File: src/rtl/pipeline_hazard_sequencer.sv
// Hazard control for a five-stage pipeline. It sequences the reset bubbles,
// load-use stalls, branch flushes and data-memory freezes, and keeps stall/flush statistics.
module pipeline_hazard_sequencer (
  input  logic        clk,
  input  logic        reset,
  input  logic        memReadE,
  input  logic [4:0]  write_regE,
  input  logic [4:0]  read_reg1D,
  input  logic [4:0]  read_reg2D,
  input  logic        useRs1D,
  input  logic        useRs2D,
  input  logic        branch_takenE,
  input  logic        dmem_reqM,
  input  logic        dmem_ready,
  output logic        stallF,
  output logic        stallD,
  output logic        stallE,
  output logic        stallM,
  output logic        flushD,
  output logic        flushE,
  output logic        mem_timeout,
  output logic [15:0] stall_cycles,
  output logic [15:0] flush_events,
  output logic [1:0]  state
);

  localparam logic [1:0] INIT     = 2'd0;
  localparam logic [1:0] RUN      = 2'd1;
  localparam logic [1:0] MEM_WAIT = 2'd2;

  logic [1:0] state_q;
  logic [1:0] state_d;
  logic       init_cnt;
  logic [7:0] wait_cnt;
  logic       active;
  logic       frozen;
  logic       branch_flush;
  logic       load_use;
  logic       src1_hit;
  logic       src2_hit;

  assign state = state_q;

  // Handshake: the MEM-stage access completes in the cycle where dmem_reqM and
  // dmem_ready are both 1; a request with dmem_ready=0 holds the whole pipe.
  assign active       = !reset && ((state_q == RUN) || (state_q == MEM_WAIT));
  assign frozen       = active && dmem_reqM && !dmem_ready;
  assign branch_flush = active && !frozen && branch_takenE;

  assign src1_hit = useRs1D && (read_reg1D == write_regE);
  assign src2_hit = useRs2D && (read_reg2D == write_regE);
  assign load_use = active && !frozen && !branch_takenE && memReadE &&
                    (write_regE != 5'd0) && (src1_hit || src2_hit);

  always_comb begin
    stallF = 1'b0;
    stallD = 1'b0;
    stallE = 1'b0;
    stallM = 1'b0;
    flushD = 1'b0;
    flushE = 1'b0;
    if (!active) begin
      flushD = 1'b1;
      flushE = 1'b1;
    end else if (frozen) begin
      stallF = 1'b1;
      stallD = 1'b1;
      stallE = 1'b1;
      stallM = 1'b1;
    end else if (branch_flush) begin
      flushD = 1'b1;
      flushE = 1'b1;
    end else if (load_use) begin
      stallF = 1'b1;
      stallD = 1'b1;
      flushE = 1'b1;
    end
  end

  always_comb begin
    state_d = state_q;
    case (state_q)
      INIT:     if (init_cnt) state_d = RUN;
      RUN:      if (frozen) state_d = MEM_WAIT;
      MEM_WAIT: if (!frozen) state_d = RUN;
      default:  state_d = INIT;
    endcase
  end

  always_ff @(posedge clk) begin
    if (reset) begin
      state_q      <= INIT;
      init_cnt     <= 1'b0;
      wait_cnt     <= 8'd0;
      mem_timeout  <= 1'b0;
      stall_cycles <= 16'd0;
      flush_events <= 16'd0;
    end else begin
      state_q <= state_d;
      if (state_q == INIT) init_cnt <= 1'b1;

      // The wait counter parks at 255 so the timeout flag is set exactly once.
      if ((state_d == RUN) && (state_q != RUN)) begin
        wait_cnt <= 8'd0;
      end else if ((state_q == MEM_WAIT) && frozen && (wait_cnt != 8'hFF)) begin
        wait_cnt <= wait_cnt + 8'd1;
        if (wait_cnt == 8'hFE) mem_timeout <= 1'b1;
      end

      if (stallF && (stall_cycles != 16'hFFFF)) stall_cycles <= stall_cycles + 16'd1;
      if (branch_flush && (flush_events != 16'hFFFF)) flush_events <= flush_events + 16'd1;
    end
  end

endmodule

File: config.mk
export PLATFORM = sky130hd
export DESIGN_NAME = pipeline_hazard_sequencer
export DESIGN_NICKNAME = d
export VERILOG_FILES = /design/src/rtl/pipeline_hazard_sequencer.sv
export SDC_FILE = /design/constraint.sdc
export NUM_CORES = 1
export LEC_CHECK = 0
export CORE_ASPECT_RATIO = 1.2
export CORE_MARGIN = 1.5
export CORE_UTILIZATION = 45
export DETAILED_ROUTE_END_ITERATION = 10
export GPL_ROUTABILITY_DRIVEN = 0
export PLACE_DENSITY = 0.75
export SLEW_MARGIN = 10
export SYNTH_ARGS = -nofsm -noshare
export SYNTH_HDL_FRONTEND = slang
export SYNTH_SLANG_ARGS = --single-unit
File: constraint.sdc
create_clock -name clk -period 2.55 [get_ports clk]
set_input_delay 0.3825 -clock clk [delete_from_list [all_inputs] [get_ports clk]]
set_output_delay 0.3825 -clock clk [all_outputs]
set_load 0.02 [all_outputs]
==> results of run 1 <==
==> per-stage QoR <==
stage          util (%)  instance area [sq um]
6_report           63.0                   3320
5_1_grt            63.0                   3320
4_1_cts            62.8                   3300
3_5_place_dp       60.5                   3180
3_3_place_gp       60.5                   3180
2_1_floorplan         -                   2450
==> worst reg2reg max path, stage by stage (launching register included) <==
cell and delay (ns):
sky130_fd_sc_hd__dfxtp_1 0.38, sky130_fd_sc_hd__inv_1 0.11, sky130_fd_sc_hd__ha_1 0.35, sky130_fd_sc_hd__nand2b_4 0.08
sky130_fd_sc_hd__nor4_4 0.34, sky130_fd_sc_hd__a21oi_4 0.10, sky130_fd_sc_hd__buf_4 0.23, sky130_fd_sc_hd__nor4_1 0.32
sky130_fd_sc_hd__mux2_2 0.36
==> Yosys cell counts (3+ instances only) <==
| library cell | n | area share [%] |
|---|---|---|
| sky130_fd_sc_hd__dfxtp_1 | 44 | 36 |
| sky130_fd_sc_hd__nor2_1 | 36 | 5.5 |
| sky130_fd_sc_hd__nand2_1 | 19 | 2.9 |
| sky130_fd_sc_hd__xnor2_1 | 19 | 6.8 |
| sky130_fd_sc_hd__nand3_1 | 15 | 3.1 |
| sky130_fd_sc_hd__inv_1 | 11 | 1.7 |
| sky130_fd_sc_hd__nand4_1 | 11 | 2.8 |
| sky130_fd_sc_hd__a21oi_1 | 9 | 1.8 |
| sky130_fd_sc_hd__or3_1 | 9 | 2.3 |
| sky130_fd_sc_hd__and3_1 | 8 | 2.0 |
| sky130_fd_sc_hd__ha_1 | 8 | 4.1 |
| sky130_fd_sc_hd__nor2b_1 | 7 | 1.8 |
| sky130_fd_sc_hd__o21ai_0 | 7 | 1.4 |
| sky130_fd_sc_hd__xor2_1 | 7 | 2.5 |
| sky130_fd_sc_hd__and4_1 | 4 | 1.4 |
| sky130_fd_sc_hd__clkbuf_1 | 4 | 0.61 |
| sky130_fd_sc_hd__mux2_2 | 4 | 1.8 |
| sky130_fd_sc_hd__nor3_1 | 4 | 0.82 |
| sky130_fd_sc_hd__o21ai_2 | 4 | 1.4 |
| sky130_fd_sc_hd__a21oi_2 | 3 | 1.1 |
| sky130_fd_sc_hd__nor4_1 | 3 | 0.77 |
==> cell families after synthesis <==
group	Yosys count	synth area share, %
and+or+nand+nor	129	28.3
AOI/OAI and AO/OA	47	14.2
DFF	44	35.9
xor gates and xnor gates	26	9.29
buffers and inverters	21	4.64
adders and majority gates	8	4.08
muxes	7	3.47
==> registers in the layout, summed over array words and instances, names as in the netlist <==
signal and count:
flush_events 16, init_cnt 1, mem_timeout 1, stall_cycles 16
state 2, wait_cnt 8
==> cell type report <==
cell class | count | area [sq um]
Sequential cell | 44 | 881
Inverter | 11 | 41.3
Clock inverter | 3 | 46.3
Multi-Input combinational cell | 217 | 1470
Tap cell | 62 | 77.6
Clock buffer | 5 | 68.8
Fill cell | 459 | 1940
Timing Repair Buffer | 76 | 731
==> power by group through the flow <==
stage | Combinational [mW] | Clock [mW] | Sequential [mW]
floorplan | 0.0813 | 0 | 0.718
global placement | 0.164 | 0 | 0.712
detailed placement | 0.166 | 0 | 0.712
CTS | 0.167 | 0.569 | 0.696
global route | 0.180 | 0.603 | 0.697
finish | 0.166 | 0.551 | 0.696
==> path summary, 6_finish.rpt <==
check                                    from               to  depth (start not counted)
worst max-delay path            write_regE[3]           stallD                          7
worst min-delay path                 init_cnt         init_cnt                          2
worst max register to register       state[1]  stall_cycles[9]                          8
worst min register to register       init_cnt         init_cnt                          2
==> routing by layer <==
metal | track usage, % | up-vias | part of all wire, %
met4 | 7.34 | 0 | 1.9
li1 | - | 1154 | -
met5 | 0 | - | 0
met2 | 33.2 | 46 | 50
met1 | 22.6 | 1027 | 44
met3 | 3.02 | 9 | 3.8
==> repair_timing <==
item,CTS,global route
setup endpoints to repair,3,6
hold buffers,0,0
gates resized for setup,4,4
pin swaps,0,0
==> results.py, run 1 <==
metrics = {
    "sta": {
        "slew_headroom_pct": 63.2,
        "worst_tran_pin_value_ns": 0.552,
        "rsz0062_at_grt": "yes",
        "slew_violations": 0,
        "setup_tns_ns": 0,
        "clock.fmax_mhz": 398,
        "timing.final.hold_violations": 0,
        "skew_ns": 0.00506,
        "timing.final.ws_setup_ns": 0.0370,
        "finish_stage_setup_viols": 0,
        "timing.final.crit_period_ns": 2.51,
        "period_share_pct": 98.6,
        "worst_hold_slack_ns": 0.509,
    },
    "power": {
        "peakVddDrop_v": 0.000325,
        "leakage_nw": 1.22,
        "comb_power_share_pct": 11.7,
        "cellInternalPower_mw": 1.07,
        "power.share.switching_pct": 24.0,
        "sequential_share_of_power_pct": 49.3,
        "p_sw_mw": 0.339,
        "powerDensity_nw_per_um2": 426,
        "power.share.clock_pct": 39.0,
        "report.power.total_mw": 1.41,
    },
    "logic_synthesis": {
        "synthesis.area_per_instance_sq_um": 8.69,
        "syn_area_sq_um": 2450,
        "ys_seq_area_share_pct": 35.9,
        "yosys_register_bits": 44,
        "synthFlopType": "sky130_fd_sc_hd__dfxtp_1",
        "number_of_enable_type_register_cells_in_the_synthesized_netlist": 0,
        "synth_async_sr_flop_share_pct": 0,
        "synth_fp_nets": 313,
        "synth_warnings": 0,
        "cell_variety_after_synth": 56,
        "synthCells": 282,
    },
    "clocking": {
        "numCtsBuffers": 5,
        "clkTransAtPathRegs_ns": 0.08,
        "cts.sinks": 44,
        "cts_tree": "yes",
        "clock_network_latency_to_the_later_pin_of_the_worst_skew_pair_ns": 0.30,
        "ctsHtreeMaxLevel": 2,
        "clock-root-buffer": "sky130_fd_sc_hd__clkbuf_8",
        "cts_buffer_depth": 2,
        "cts_post_setup_buffers_inserted": 0,
    },
    "setup_path": {
        "worstPathArrival_ns": 2.13,
        "criticalPathCategory": "in2out",
        "critical-path-slowest-cell": "sky130_fd_sc_hd__or4_1",
        "critPathBufInv": 3,
        "critical_path_required_ns": 2.17,
        "register_to_register_setup_slack_ns": 0.18,
        "worst_path_largest_cell_delay_ns": 0.52,
        "path_cells": "clkdlybuf4s50_1 -> or4_1 -> nor2_1 -> nor4_4 -> a21oi_4 -> inv_1 -> dlygate4sd2_1",
        "startpoint_type": "input pin",
        "critical_path.endpoint_type": "primary output",
        "critPathTopFamily": "buffers and inverters",
        "worst-path-max-fanout": 3,
    },
    "finish": {
        "antenna-diode-count": 0,
        "final_layout_size_suffix_gt1_share_pct": 11.5,
        "final_net_count": 386,
        "final_cell_mix": "58 x sky130_fd_sc_hd__clkdlybuf4s50_1, 44 x sky130_fd_sc_hd__dfxtp_1, 36 x sky130_fd_sc_hd__nor2_1, 19 x sky130_fd_sc_hd__nand2_1, 19 x sky130_fd_sc_hd__xnor2_1",
        "final-instance-count-excl-fill": 418,
        "final_common_cell": "sky130_fd_sc_hd__clkdlybuf4s50_1",
        "area_growth_from_synthesis_to_layout_pct": 35.3,
    },
    "floorplanning": {
        "fp.dieW_um": 70.4,
        "die_area_sq_um": 5900,
        "fp-row-count": 29,
        "ioPinCount": 64,
        "floorplan.initialDensity_pct": 46.6,
        "die-height_um": 83.8,
        "design.core.area_sq_um": 5260,
    },
    "min_path": {
        "worstHoldPathType": "reg2reg",
    },
    "placement": {
        "dp_slack_ns": -0.190,
        "placement.io_buffers": 63,
        "placedCellCount": 410,
        "dp.final_hpwl_um": 3960,
    },
    "grt": {
        "grt_usage_pct": 18.9,
        "initial_antenna_violation_count": 0,
        "grt_max_degree": 39,
        "overall_overflow_remaining_after_global_route": 0,
        "grt_pass1_vias": 2051,
        "grt_first_pass_wirelength_um": 9150,
    },
    "drt": {
        "postRouteWirelength_um": 5380,
        "detail_route.iter0.violations": 118,
        "remaining_drc_errors": 0,
        "vias_per_cell": 5.35,
        "ant_nets": 0,
        "wl_per_cell_um": 12.9,
        "detailedRoute.firstPassIterationCount": 4,
        "vias": 2236,
    },
    "flow_run": {
        "drv.max_cap_violation_count": 0,
    },
    "status": {
        "status": "finished clean",
    },
}
Power figures use the tool's default switching activity.
==> run 2: changes to the inputs <==
--- a/config.mk
+++ b/config.mk
@@ -7,10 +7,11 @@
 export LEC_CHECK = 0
 export CORE_ASPECT_RATIO = 1.2
 export CORE_MARGIN = 1.5
-export CORE_UTILIZATION = 45
+export CORE_UTILIZATION = 44
 export DETAILED_ROUTE_END_ITERATION = 10
 export GPL_ROUTABILITY_DRIVEN = 0
-export PLACE_DENSITY = 0.75
+export PLACE_DENSITY = 0.76
+export SETUP_SLACK_MARGIN = 0.2
 export SLEW_MARGIN = 10
 export SYNTH_ARGS = -nofsm -noshare
 export SYNTH_HDL_FRONTEND = slang
==> constraint.sdc (replaced) <==
create_clock -name clk -period 2.05 [get_ports clk]
set_input_delay 0.3075 -clock clk [delete_from_list [all_inputs] [get_ports clk]]
set_output_delay 0.3075 -clock clk [all_outputs]
set_load 0.02 [all_outputs]
==> run 2 against run 1 <==
- the flow now finishes with violations (negative setup slack)
- hold slack worse by 0.029 ns
- critical path depth unchanged
- first-iteration DRC count is 17% higher
- wire length is 49% higher
- utilization grew 18 points
- global-route usage up 4.4 points
- setup slack worse by 0.040 ns
- sequential cell count unchanged
- combinational power increased by 85%
- clock power up 31%
- register-to-register slack worse by 0.16 ns
- sequential power up 25%
- largest cell class unchanged
==> results.py, run 2 (synthesis results as in run 1) <==
metrics = {
    "power": {
        "cellInternalPower_mw": 1.42,
        "comb_power_share_pct": 16.2,
        "p_sw_mw": 0.472,
        "powerDensity_nw_per_um2": 441,
        "peakVddDrop_v": 0.000299,
        "sequential_share_of_power_pct": 45.8,
        "leakage_nw": 1.69,
        "power.share.clock_pct": 38.0,
        "power.share.switching_pct": 24.9,
        "report.power.total_mw": 1.89,
    },
    "floorplanning": {
        "die-height_um": 84.8,
        "fp.dieW_um": 71.1,
        "ioPinCount": 64,
        "fp-row-count": 29,
        "die_area_sq_um": 6030,
        "design.core.area_sq_um": 5330,
        "floorplan.initialDensity_pct": 46.0,
    },
    "setup_path": {
        "r2r_path_end": "stall_cycles[14]",
        "worstPathArrival_ns": 1.75,
        "worstRegToRegCells": 10,
        "path_cells": "clkdlybuf4s15_1 -> or4_4 -> nor2_4 -> nor4_4 -> a21oi_4 -> inv_2 -> buf_6",
        "critPathBufInv": 3,
        "worstSetupStartpoint": "write_regE[3]",
        "critPathTopFamily": "simple AND/OR/NAND/NOR gates",
        "worst-path-max-fanout": 4,
        "worst_path_largest_cell_delay_ns": 0.51,
        "startpoint_type": "input pin",
        "crit_path_capture": "stallD",
        "critical-path-slowest-cell": "sky130_fd_sc_hd__or4_4",
        "critical_path_required_ns": 1.74,
        "critical_path.endpoint_type": "primary output",
        "register_to_register_setup_slack_ns": 0.02,
        "r2r-start": "state[1]",
        "criticalPathCategory": "in2out",
        "critical_path_depth": 7,
    },
    "clocking": {
        "clock_network_latency_to_the_later_pin_of_the_worst_skew_pair_ns": 0.30,
        "numCtsBuffers": 5,
        "cts-hold-fix-buffers": 0,
        "cts.sinks": 44,
        "ctsHtreeMaxLevel": 2,
        "cts_buffer_depth": 2,
        "clkTransAtPathRegs_ns": 0.08,
        "cts_tree": "yes",
        "clock-root-buffer": "sky130_fd_sc_hd__clkbuf_8",
    },
    "grt": {
        "grt_pass1_vias": 2410,
        "grt_first_pass_wirelength_um": 11400,
        "grt_usage_pct": 23.2,
        "overall_overflow_remaining_after_global_route": 0,
        "grt_max_degree": 35,
        "initial_antenna_violation_count": 0,
    },
    "sta": {
        "worst_tran_pin_value_ns": 0.411,
        "clock.fmax_mhz": 487,
        "timing.final.crit_period_ns": 2.05,
        "timing.final.hold_violations": 0,
        "skew_ns": 0.00954,
        "slew_headroom_pct": 72.6,
        "finish_stage_setup_viols": 2,
        "period_share_pct": 100,
        "slew_violations": 0,
        "timing.final.ws_setup_ns": -0.00293,
        "rsz0062_at_grt": "yes",
    },
    "drt": {
        "wl_per_cell_um": 17.3,
        "detailedRoute.firstPassIterationCount": 4,
        "remaining_drc_errors": 0,
        "ant_nets": 0,
        "postRouteWirelength_um": 8020,
        "vias_per_cell": 5.60,
        "detail_route.iter0.violations": 138,
        "vias": 2600,
    },
    "placement": {
        "postPlaceCellArea_sq_um": 3380,
        "dp.final_hpwl_um": 4240,
        "placement.io_buffers": 63,
    },
    "finish": {
        "final_net_count": 432,
        "top_regs": "flush_events: 16 flops, stall_cycles: 16 flops, wait_cnt: 8 flops",
        "antenna-diode-count": 0,
        "final_common_cell": "sky130_fd_sc_hd__clkdlybuf4s50_1",
        "final_layout_size_suffix_gt1_share_pct": 39.1,
        "final_design_area_no_fill_sq_um": 4300,
        "area_growth_from_synthesis_to_layout_pct": 75.3,
        "final_cell_mix": "42 x sky130_fd_sc_hd__clkdlybuf4s50_1, 39 x sky130_fd_sc_hd__dfxtp_1, 31 x sky130_fd_sc_hd__buf_4, 28 x sky130_fd_sc_hd__nor2_1, 25 x sky130_fd_sc_hd__buf_6",
    },
    "status": {
        "violations": "negative setup slack",
        "status": "finished, violations left",
    },
    "flow_run": {
        "drv.max_cap_violation_count": 0,
    },
    "min_path": {
        "worstHoldPathType": "reg2reg",
    },
}
-- run 2: cell type report --
type                       count  area [sq um]
timing repair buffer         122          1250
sequential                    44           892
inverter                      11          48.8
clock inverter                 2          38.8
fill                         314          1040
tap                           62          77.6
clock buffer                   6          82.6
multi-input combinational    217          1900
-- run 2: worst min path at each step --
stage | startpoint | cells past startpoint | slack [ns] | endpoint
2_1_floorplan | init_cnt | 2 | 0.46 | init_cnt
3_3_place_gp | mem_timeout | 2 | 0.47 | mem_timeout
3_5_place_dp | mem_timeout | 2 | 0.46 | mem_timeout
4_1_cts | mem_timeout | 2 | 0.50 | mem_timeout
5_1_grt | mem_timeout | 2 | 0.52 | mem_timeout
6_report | mem_timeout | 2 | 0.48 | mem_timeout
-- run 2: power groups by stage --
stage / combinational (mW) / clock (mW) / sequential (mW)
after global placement: 0.227 / 0 / 0.885
after CTS: 0.259 / 0.728 / 0.865
after floorplan: 0.113 / 0 / 0.893
after detailed placement: 0.232 / 0 / 0.885
final: 0.307 / 0.720 / 0.867
after global routing: 0.329 / 0.761 / 0.868
-- run 2: routing by layer --
layer / vias to the layer above / GRT usage [%] / wire (um)
met3: 19 / 4.20 / 431
met2: 102 / 41.7 / 4290
met5: - / 0 / 0
met4: 0 / 7.55 / 177
met1: 1235 / 27.7 / 3120
li1: 1244 / - / -
-- run 2: per-stage QoR --
step / util [%] / setup TNS, ns / instances / hold slack, ns / setup WS [ns]
floorplan: - / 0 / 282 / 0.455 / 0.0939
global placement: 63.4 / -12.11 / 427 / 0.467 / -0.652
detailed placement: 63.4 / -13.32 / 427 / 0.462 / -0.665
CTS: 73.6 / -0.0260 / 450 / 0.502 / -0.0211
global route: 80.6 / -0.606 / 464 / 0.518 / -0.0782
finish: 80.6 / -0.00525 / 464 / 0.480 / -0.00293
-- run 2: what timing repair did --
item,in CTS,in global routing
resized for setup,109,60
pin swaps,28,34
hold endpoints to repair,0,0
setup endpoints to repair,45,45
buffers inserted,13,13
cloned,2,1
-- run 2: worst register-to-register path, delay by kind of cell (launching register included) --
kind	cells	cell delay [ns]
simple gates	2	0.30
compound gates	3	0.55
buf+inv	4	0.43
fa+ha+maj	1	0.28
flops	1	0.37
==> run 3: changes to the inputs <==
--- a/config.mk
+++ b/config.mk
@@ -12,7 +12,6 @@
 export GPL_ROUTABILITY_DRIVEN = 0
 export PLACE_DENSITY = 0.76
 export SETUP_SLACK_MARGIN = 0.2
-export SLEW_MARGIN = 10
 export SYNTH_ARGS = -nofsm -noshare
 export SYNTH_HDL_FRONTEND = slang
 export SYNTH_SLANG_ARGS = --single-unit
==> results of run 3 <==
The final DEF is identical to that of run 2; final timing and power are the same.
